### src/rtl/rl_fifo_pkg.sv
// rl_fifo_pkg: sizing helpers shared by the RAM-backed FIFO and its output buffer
package rl_fifo_pkg;
    localparam int OBUF_DEPTH = 2;
    localparam int CNT_EXTRA  = 2;

    // Total capacity: the RAM plus the output buffer entries.
    function automatic int fifo_cap(input int abits);
        return (1 << abits) + OBUF_DEPTH;
    endfunction

    function automatic int cnt_bits(input int abits);
        return abits + CNT_EXTRA;
    endfunction
endpackage

### src/rtl/rl_fifo_obuf.sv
// rl_fifo_obuf: 2-entry register FIFO that turns RAM read data into a registered FWFT pop port
module rl_fifo_obuf #(
    parameter int DBITS = 32
) (
    input  logic             clk_i,
    input  logic             rst_ni,
    input  logic             flush_i,
    input  logic             load_i,
    input  logic [DBITS-1:0] load_data_i,
    input  logic             ready_i,
    output logic             valid_o,
    output logic [DBITS-1:0] data_o,
    output logic [1:0]       cnt_o
);
    logic [DBITS-1:0] head_q, tail_q, head_d, tail_d;
    logic [1:0]       cnt_q, cnt_d, slot;
    logic             pop;

    assign valid_o = cnt_q != 2'd0;
    assign pop     = valid_o & ready_i;
    assign data_o  = head_q;
    assign cnt_o   = cnt_q;

    // A load lands in the first slot left free after this cycle's pop.
    always_comb begin
        slot   = cnt_q - {1'b0, pop};
        head_d = (load_i && slot == 2'd0) ? load_data_i : pop ? tail_q : head_q;
        tail_d = (load_i && slot == 2'd1) ? load_data_i : tail_q;
        cnt_d  = flush_i ? 2'd0 : slot + {1'b0, load_i};
    end

    always_ff @(posedge clk_i or negedge rst_ni) begin
        if (!rst_ni) begin
            head_q <= '0;
            tail_q <= '0;
            cnt_q  <= 2'd0;
        end else begin
            head_q <= head_d;
            tail_q <= tail_d;
            cnt_q  <= cnt_d;
        end
    end
endmodule

### src/rtl/rl_ram_1r1w.sv
// rl_ram_1r1w: 1-read 1-write RAM wrapper, byte-enabled write, registered read data
module rl_ram_1r1w #(
    parameter int    ABITS         = 4,
    parameter int    DBITS         = 32,
    parameter string TECHNOLOGY    = "GENERIC",
    parameter string RW_CONTENTION = "DONT_CARE"
) (
    input  logic               clk_i,
    input  logic               we_i,
    input  logic [ABITS-1:0]   waddr_i,
    input  logic [DBITS/8-1:0] be_i,
    input  logic [DBITS-1:0]   din_i,
    input  logic               re_i,
    input  logic [ABITS-1:0]   raddr_i,
    output logic [DBITS-1:0]   dout_o
);
    // Only the generic model forwards same-address write data; otherwise old data is read.
    localparam bit WRITE_FIRST = (TECHNOLOGY == "GENERIC") && (RW_CONTENTION == "WRITE_FIRST");

    logic [DBITS-1:0] mem [2**ABITS];

    always_ff @(posedge clk_i) begin
        for (int b = 0; b < DBITS/8; b++)
            if (we_i && be_i[b]) mem[waddr_i][b*8 +: 8] <= din_i[b*8 +: 8];
        if (re_i) dout_o <= (WRITE_FIRST && we_i && waddr_i == raddr_i) ? din_i : mem[raddr_i];
    end
endmodule

### src/rtl/rl_ram_fifo.sv
// rl_ram_fifo: FIFO over rl_ram_1r1w with a 2-entry output buffer hiding the RAM read latency
module rl_ram_fifo import rl_fifo_pkg::*; #(
    parameter int    ABITS      = 4,
    parameter int    DBITS      = 32,
    parameter int    AFULL_LVL  = 2**ABITS,
    parameter string TECHNOLOGY = "GENERIC"
) (
    input  logic               clk_i,
    input  logic               rst_ni,
    input  logic               flush_i,
    input  logic               s_valid_i,
    output logic               s_ready_o,
    input  logic [DBITS-1:0]   s_data_i,
    output logic               m_valid_o,
    input  logic               m_ready_i,
    output logic [DBITS-1:0]   m_data_o,
    output logic [ABITS+1:0]   count_o,
    output logic               empty_o,
    output logic               full_o,
    output logic               almost_full_o
);
    localparam int            CW    = cnt_bits(ABITS);
    localparam logic [CW-1:0] CAP   = CW'(fifo_cap(ABITS));
    localparam logic [CW-1:0] AFULL = CW'(AFULL_LVL);

    logic [ABITS:0]   wptr_q, rptr_q, ram_cnt;
    logic [CW-1:0]    count_q, count_d;
    logic [1:0]       obuf_cnt;
    logic [2:0]       obuf_need;
    logic [DBITS-1:0] ram_dout;
    logic             rd_pending_q, s_ready_q, push, pop, rd_issue;

    assign push      = s_valid_i & s_ready_q & ~flush_i;
    assign pop       = m_valid_o & m_ready_i;
    assign ram_cnt   = wptr_q - rptr_q;
    // Read only while the buffer, counting the in-flight read and this cycle's pop, has room.
    assign obuf_need = {1'b0, obuf_cnt} + {2'b0, rd_pending_q} - {2'b0, pop};
    assign rd_issue  = !flush_i && ram_cnt != '0 && obuf_need < 3'd2;
    assign count_d   = flush_i ? '0 : count_q + CW'(push) - CW'(pop);

    assign s_ready_o     = s_ready_q;
    assign count_o       = count_q;
    assign empty_o       = count_q == '0;
    assign full_o        = count_q == CAP;
    assign almost_full_o = count_q >= AFULL;

    always_ff @(posedge clk_i or negedge rst_ni) begin
        if (!rst_ni) begin
            wptr_q       <= '0;
            rptr_q       <= '0;
            count_q      <= '0;
            rd_pending_q <= 1'b0;
            s_ready_q    <= 1'b1;
        end else begin
            wptr_q       <= flush_i ? '0 : wptr_q + {{ABITS{1'b0}}, push};
            rptr_q       <= flush_i ? '0 : rptr_q + {{ABITS{1'b0}}, rd_issue};
            count_q      <= count_d;
            rd_pending_q <= rd_issue;
            s_ready_q    <= count_d != CAP;
        end
    end

    rl_ram_1r1w #(
        .ABITS         (ABITS),
        .DBITS         (DBITS),
        .TECHNOLOGY    (TECHNOLOGY),
        .RW_CONTENTION ("DONT_CARE")
    ) u_ram (
        .clk_i   (clk_i),
        .we_i    (push),
        .waddr_i (wptr_q[ABITS-1:0]),
        .be_i    ('1),
        .din_i   (s_data_i),
        .re_i    (rd_issue),
        .raddr_i (rptr_q[ABITS-1:0]),
        .dout_o  (ram_dout)
    );

    rl_fifo_obuf #(
        .DBITS (DBITS)
    ) u_obuf (
        .clk_i       (clk_i),
        .rst_ni      (rst_ni),
        .flush_i     (flush_i),
        .load_i      (rd_pending_q & ~flush_i),
        .load_data_i (ram_dout),
        .ready_i     (m_ready_i),
        .valid_o     (m_valid_o),
        .data_o      (m_data_o),
        .cnt_o       (obuf_cnt)
    );
endmodule
### config.mk
export PLATFORM = sky130hd
export DESIGN_NAME = rl_ram_fifo
export DESIGN_NICKNAME = d
export VERILOG_FILES = /design/src/rtl/rl_fifo_pkg.sv /design/src/rtl/rl_fifo_obuf.sv /design/src/rtl/rl_ram_1r1w.sv /design/src/rtl/rl_ram_fifo.sv
export SDC_FILE = /design/constraint.sdc
export NUM_CORES = 1
export LEC_CHECK = 0
export BUFFER_PORTS_ARGS = -buffer_cell sky130_fd_sc_hd__buf_2
export CORE_MARGIN = 2
export CORE_UTILIZATION = 35
export CTS_CLUSTER_DIAMETER = 150
export DETAILED_ROUTE_END_ITERATION = 10
export MAX_ROUTING_LAYER = met4
export PLACE_DENSITY = 0.61
export REMOVE_ABC_BUFFERS = 1
export SLEW_MARGIN = 20
export SYNTH_ARGS = -nofsm -noshare
export SYNTH_HDL_FRONTEND = slang
export SYNTH_SLANG_ARGS = --single-unit
### constraint.sdc
create_clock -name clk_i -period 7.1 [get_ports clk_i]
set_input_delay 0.71 -clock clk_i [delete_from_list [all_inputs] [get_ports clk_i]]
set_output_delay 0.71 -clock clk_i [all_outputs]
set_load 0.1 [all_outputs]
==> impl_results.md, run 1 <==
* Routability cong. at 0.7253
* Worst R2R Path Depth at 12
* Overall power at 10.34 mW
* Layout cells sized above 1 at 0.2895
* Top Ports at 80
* Rows at 96
* Crit-path max FO at 33
* CTS Sinks at 628
* Syn_area_per_cell at 20.45 µm²
* Longest Clk Path Bufs at 3
* Combinational share of power at 0.230
* Grt total ovfl at 0
* CP Capture Type: flip-flop
* Max layer used: met4
* Delay-heaviest family, CP: adder cells
* Max Fclk at 307.8 MHz
* Area grow syn2layout at 16.01%
* Unique cell type count in the Yosys netlist at 44
* Most frequent cells in the layout: 544 x edfxtp_1, 128 x mux4_2, 81 x dfrtp_1
* Drt drc at 0
* Die span in y at 266.5 µm
* Type of the worst setup path: reg2reg
* Hold Fails Final Rpt at 0
* Met3 WL at 2760 µm
* Worst stage delay on the critical path at 0.55 ns
* Crit-path cells: or2_2 > nand2_2 > buf_4 > inv_1 > ha_1 > inv_1 > ha_1 > fa_1 > nor2b_1 > nand4b_1 > mux2i_1 > nand4b_1
* Clock network power share at 0.333
* Netlist area before placement at 0.02411 mm²
* Bufs and invs on worst path at 3
* Leakage power at 9.562 nW
* Min cycle time layout at 3.249 ns
* PortBufs at 79
* Clock latency on the worst-skew pair at 0.58 ns
* Vias in the first global route at 11970
* Htree depth at 3
* WL/cell at 22.34 µm
* CTS Hold Bufs at 1
* Nets at 1359
* DRT Pass-1 Iters at 5
* RSZ-0062 raised after global routing: false
* First-pass GRT wire length at 76280 µm
* CTS resizes at 0
* Reg2Reg Setup Slack at 3.85 ns
* Reg2reg end: s_ready_o
* #FFs+latches synth at 628
* Cts bufs inserted at 66
* GRT Total Usage at 0.1480
* Worst hold path type: in2async
* Slew @ Worst Pin at 1.006 ns
* Worst rel slew slack at 0.3272
* Skew final at 0.01565 ns
* Half-perimeter wire length after placement at 27590 µm
* Via count at 11440
* Wire length on met2 at 24090 µm
* Reg2reg start: u_obuf.cnt_o[1]
* Detail Route Antenna Nets at 0
* Peak VDD IR at 0.2472 mV
* Cell area after layout at 0.02797 mm²
* 1st-iter DRT viols at 1046
* M1 wire length at 22350 µm
* CP arrival at 3.74 ns
* Vias/cell at 5.113
* Power per cell area at 369.7 mW/mm²
* CP startpoint kind: flip-flop
* Register area share after synthesis at 0.7648
* Non-Filler Instances at 2238
* Core area at 0.06835 mm²
* Starting Density at 0.3528
* Max-slew violations at 0
* Max_cap viols at 0
* Pint at 7.199 mW
* Slowest cell on crit path: buf_4
* Clk slew on worst S/H paths at 0.06 ns
* Final period utilization at 0.4576
* Initial antenna violation count at 3
* Root buffer cell: clkbuf_16
* Final WL at 50010 µm
* Status: finished clean
* Total placed cells including tap cells at 2113
* Die W at 266.5 µm
* Psw at 3.141 mW
* Clock tree from TritonCTS: built
* # setup viols final at 0
* DP Area at 0.02574 mm²
* Largest net degree at the start of global routing at 112
* Die Area at 0.07100 mm²
* Most common cell after layout, fill and taps aside: edfxtp_1
* Sw Share at 0.3038
* Ys Warns at 0
* Required time of the worst setup path at 7.59 ns
* Cells after synthesis at 1179
* Setup bufs post-CTS at 0
* Sequential power share at 0.437
## power groups by stage
stage	clock network [mW]	logic [mW]	registers [mW]
after detailed placement	0	2.42	4.60
after floorplan	0	1.16	5.45
after global placement	0	2.38	4.60
final	3.44	2.38	4.52
after CTS	3.52	2.42	4.53
after global routing	3.67	2.55	4.56
## kinds of logic (layout without fill, tap and decap cells)
group           Yosys count  in the layout  share of synthesized area
other cells               0              2                          0
compound gates          109            109                    0.03025
xor+xnor                 11             11                   0.003996
buf+inv                  76            251                    0.01463
mux                     194            194                     0.1486
flops                   628            628                     0.7648
fa+ha+maj                21             21                    0.01152
simple gates            140            140                    0.02621
## Yosys cell counts, drive strengths merged
library cell,count,area (µm²)
a211o,1,8.760
a21o,1,7.510
a21oi,36,180.2
a221o,1,10.01
a22oi,64,480.5
a31oi,1,6.260
and2,2,12.52
and3,1,6.260
and4b,1,10.01
buf,31,183.9
clkbuf,26,97.59
dfrtp,83,2077
dfstp,1,26.28
edfxtp,544,16340
fa,2,40.04
ha,19,237.7
inv,19,71.32
mux2,32,360.4
mux2i,34,340.3
mux4,128,2883
nand2,39,148.9
nand2b,3,18.77
nand3,7,35.03
nand3b,2,15.01
nand4b,2,17.52
nor2,59,221.5
nor2b,11,68.82
nor3,6,30.03
nor3b,1,7.510
nor4b,1,8.760
o211ai,1,7.510
o21ai,2,13.76
o21bai,1,7.510
o31ai,1,7.510
or2,3,18.77
or3,2,12.51
xnor2,8,70.07
xor2,3,26.28
## metrics by stage
step / setup slack (ns) / TNS (ns) / hold slack, ns / utilization
2_1_floorplan: -1.353 / -32.07 / 0.4144 / -
3_5_place_dp: 3.601 / 0 / 0.4937 / 0.3766
6_report: 3.851 / 0 / 0.5009 / 0.4093
3_3_place_gp: 3.617 / 0 / 0.4876 / 0.3763
5_1_grt: 3.613 / 0 / 0.4901 / 0.4093
4_1_cts: 3.787 / 0 / 0.4699 / 0.4087
## layout make-up
class / count / area (µm²)
antenna: 2 / 5.005
clock buffer: 93 / 1889
clock inverter: 28 / 296.5
fill: 5953 / 40380
inverter: 19 / 71.32
multi-input combinational: 475 / 5469
sequential: 628 / 18450
tap: 882 / 1104
timing repair buffer: 111 / 689.4
## state kept, by name, summed over array words and instances, names as in the netlist
register       flops
u_ram.mem        512
u_obuf.data_o     32
s_ready_o          1
rptr_q             5
rd_pending_q       1
u_ram.dout_o      32
wptr_q             5
u_obuf.cnt_o       2
count_o            6
u_obuf.tail_q     32
## worst max path at each step
stage / startpoint / end / slack [ns] / cells past startpoint
finish: u_obuf.cnt_o[1] / s_ready_o / 3.85 / 12
global route: u_obuf.cnt_o[1] / s_ready_o / 3.61 / 12
CTS: u_obuf.cnt_o[1] / s_ready_o / 3.79 / 12
detailed placement: m_ready_i / rptr_q[4] / 3.60 / 14
global placement: m_ready_i / rptr_q[4] / 3.62 / 14
floorplan: rptr_q[0] / rptr_q[4] / -1.35 / 10
## per-layer routing
metal | GRT usage | vias to the layer above
li1 | - | 5022
met1 | 0.2028 | 6056
met2 | 0.2280 | 293
met3 | 0.03155 | 71
met4 | 0.03325 | 0
met5 | - | -
## worst reg2reg max path: stages, from the launching register on
cell and delay (ns):
dfrtp_1 0.45, or2_2 0.34, nand2_2 0.06, buf_4 0.55, inv_1 0.11, ha_1 0.29
inv_1 0.04, ha_1 0.20, fa_1 0.52, nor2b_1 0.21, nand4b_1 0.13, mux2i_1 0.15
nand4b_1 0.12
Power figures use the tool's default switching activity.
==> inputs of run 2 (changes only) <==
PLACE_DENSITY = 0.63   (was 0.61)
clock period = 2.9 ns   (was 7.1 ns; I/O delays follow)
==> run 2 against run 1 <==
  * Register-to-register slack got worse by 3.6 ns
  * Die area did not move
  * Wire length grew 1.5%
  * Final cell count rose by 0.58%
  * Power up 140%
  * Setup slack got worse by 3.6 ns
  * Critical path depth fell by 2
  * Non-clock buffer count grew 19
  * Sequential power is 140% higher
  * Fmax is 22% higher
==> impl_results.md, run 2 (same netlist as run 1, synthesis figures left out) <==
* Status: finished clean
* Max layer used: met4
* Area grow syn2layout at 16.70%
* Clock tree from TritonCTS: built
* Crit-path max FO at 4 (-88%)
* Most used cell, CP: ha_1
* Die span in y at 266.5 µm (unchanged)
* Leakage power at 9.626 nW (+0.67%)
* Worst stage delay on the critical path at 0.52 ns (-0.03 ns)
* Max Fclk at 375.0 MHz (+22%)
* Wire length on met2 at 24180 µm (+0.39%)
* Required time of the worst setup path at 3.37 ns (-4.22 ns)
* Peak VDD IR at 0.6030 mV (+140%)
* Max_cap viols at 0 (unchanged)
* Most frequent cells in the layout: 544 x edfxtp_1, 128 x mux4_2, 81 x dfrtp_1
* Number of flip-flops in the largest register at 512 (unchanged)
* Register with the most flip-flops: u_ram.mem
* Via count at 11420 (-0.17%)
* Type of the worst setup path: reg2reg
* Rows at 96 (unchanged)
* Grt total ovfl at 0 (unchanged)
* Layout cells sized above 1 at 0.2977 (+0.008220)
* Fin Setup TNS at 0 ns (unchanged)
* Max-slew violations at 0 (unchanged)
* Skew final at 0.02422 ns (+0.008573 ns)
* CTS Sinks at 628 (unchanged)
* Half-perimeter wire length after placement at 29250 µm (+6.0%)
* CP startpoint kind: flip-flop
* Bufs and invs on worst path at 1 (-2)
* Core area at 0.06835 mm² (unchanged)
* Starting Density at 0.3528 (unchanged)
* Delay-heaviest family, CP: adder cells
* Largest net degree at the start of global routing at 75 (-33%)
* Most common cell after layout, fill and taps aside: edfxtp_1
* Clock latency on the worst-skew pair at 0.58 ns (about the same)
* Worst rel slew slack at 0.4402 (+0.1130)
* Setup bufs post-CTS at 0 (unchanged)
* First-pass GRT wire length at 76950 µm (+0.88%)
* DRT Pass-1 Iters at 7 (+2)
* Final WL at 50760 µm (+1.5%)
* Worst hold path type: in2reg
* Top Ports at 80 (unchanged)
* GRT Total Usage at 0.1502 (+0.002221)
* Slew @ Worst Pin at 0.8397 ns (-0.1660 ns)
* Die Area at 0.07100 mm² (unchanged)
* WL/cell at 22.55 µm (+0.93%)
* Met3 WL at 3126 µm (+13%)
* PortBufs at 79 (unchanged)
* Root buffer cell: clkbuf_16
* Crit-path cells: nand2_1 > or2_2 > ha_1 > inv_1 > ha_1 > fa_1 > xnor2_1 > nand3_1 > mux2i_1 > nand4b_1
* Drt drc at 0 (unchanged)
* Detail Route Antenna Nets at 0 (unchanged)
* Vias in the first global route at 12170 (+1.7%)
* Htree depth at 3 (unchanged)
* Longest Clk Path Bufs at 3 (unchanged)
* # setup viols final at 0 (unchanged)
* Die W at 266.5 µm (unchanged)
* Power per cell area at 894.7 mW/mm² (+140%)
* M1 wire length at 22410 µm (+0.24%)
* Min cycle time layout at 2.667 ns (-0.5824 ns)
* Cts bufs inserted at 67 (+1.5%)
* CP arrival at 3.14 ns (-0.60 ns)
* Vias/cell at 5.075 (-0.74%)
* RSZ-0062 raised after global routing: false
* Hold Fails Final Rpt at 0 (unchanged)
* Slowest cell on crit path: dfstp_2
* Routability cong. at 0.7930 (+9.3%)
* CP Capture Type: flip-flop
* Clk slew on worst S/H paths at 0.06 ns (about the same)
* Nets at 1379 (+1.5%)
* Initial antenna violation count at 3 (unchanged)
* Final period utilization at 0.9196 (+0.4619)
* Hold WS at 0.08135 ns (-0.4196 ns)
* 1st-iter DRT viols at 885 (-15%)
[run 2: metrics by stage]
step,power [mW],area [µm²],cells,setup slack [ns],util
after floorplan,15.38,23830,1122,-5.553,-
final,25.17,28140,2251,0.2333,0.4117
after detailed placement,17.29,26030,2133,0.2128,0.3808
after global placement,17.19,26030,2133,0.2799,0.3808
after CTS,25.53,28130,2249,0.2015,0.4116
after global routing,26.24,28130,2250,0.009694,0.4117
[run 2: repair_timing]
item | 4_1_cts | 5_1_grt
hold buffers | 1 | 0
hold endpoints to repair | 51 | 0
endpoints found under the setup margin | 0 | 1
resized for setup | 0 | 1
[run 2: where the power goes]
part           leakage, nW  internal (mW)  switching [mW]
combinational         2.64           2.06            3.97
sequential            5.98           10.6           0.384
clock                 1.01           4.85            3.31
[run 2: area by class of cell]
type,instances,area [µm²]
diodes,2,5.005
clock buffers,87,1815
clock inverters,28,277.8
fillers,5928,40210
flip-flops and latches,628,18450
well taps,882,1104
inverters,19,71.32
repair buffers,130,945.9
multi-input cells,475,5472
[run 2: final timing paths]
path                                         from           endpoint  slack, ns  cells after the start
min in group asynchronous                  rst_ni  u_obuf.data_o[20]       0.39                      2
worst max-delay path                    s_ready_o          s_ready_o       0.23                     10
worst min register to register  u_obuf.tail_q[26]  u_obuf.tail_q[26]       0.51                      1
worst max register to register          s_ready_o          s_ready_o       0.23                     10
max in group asynchronous                  rst_ni   u_obuf.tail_q[6]       1.73                      3
worst min-delay path                 s_data_i[20]   u_ram.mem[6][20]       0.08                      1
[run 2: layer usage]
metal  vias to the layer above  GRT usage
li1                       5047          -
met1                      6020     0.2016
met2                       288     0.2335
met3                        68    0.03257
met4                         0    0.03887
met5                         -          -
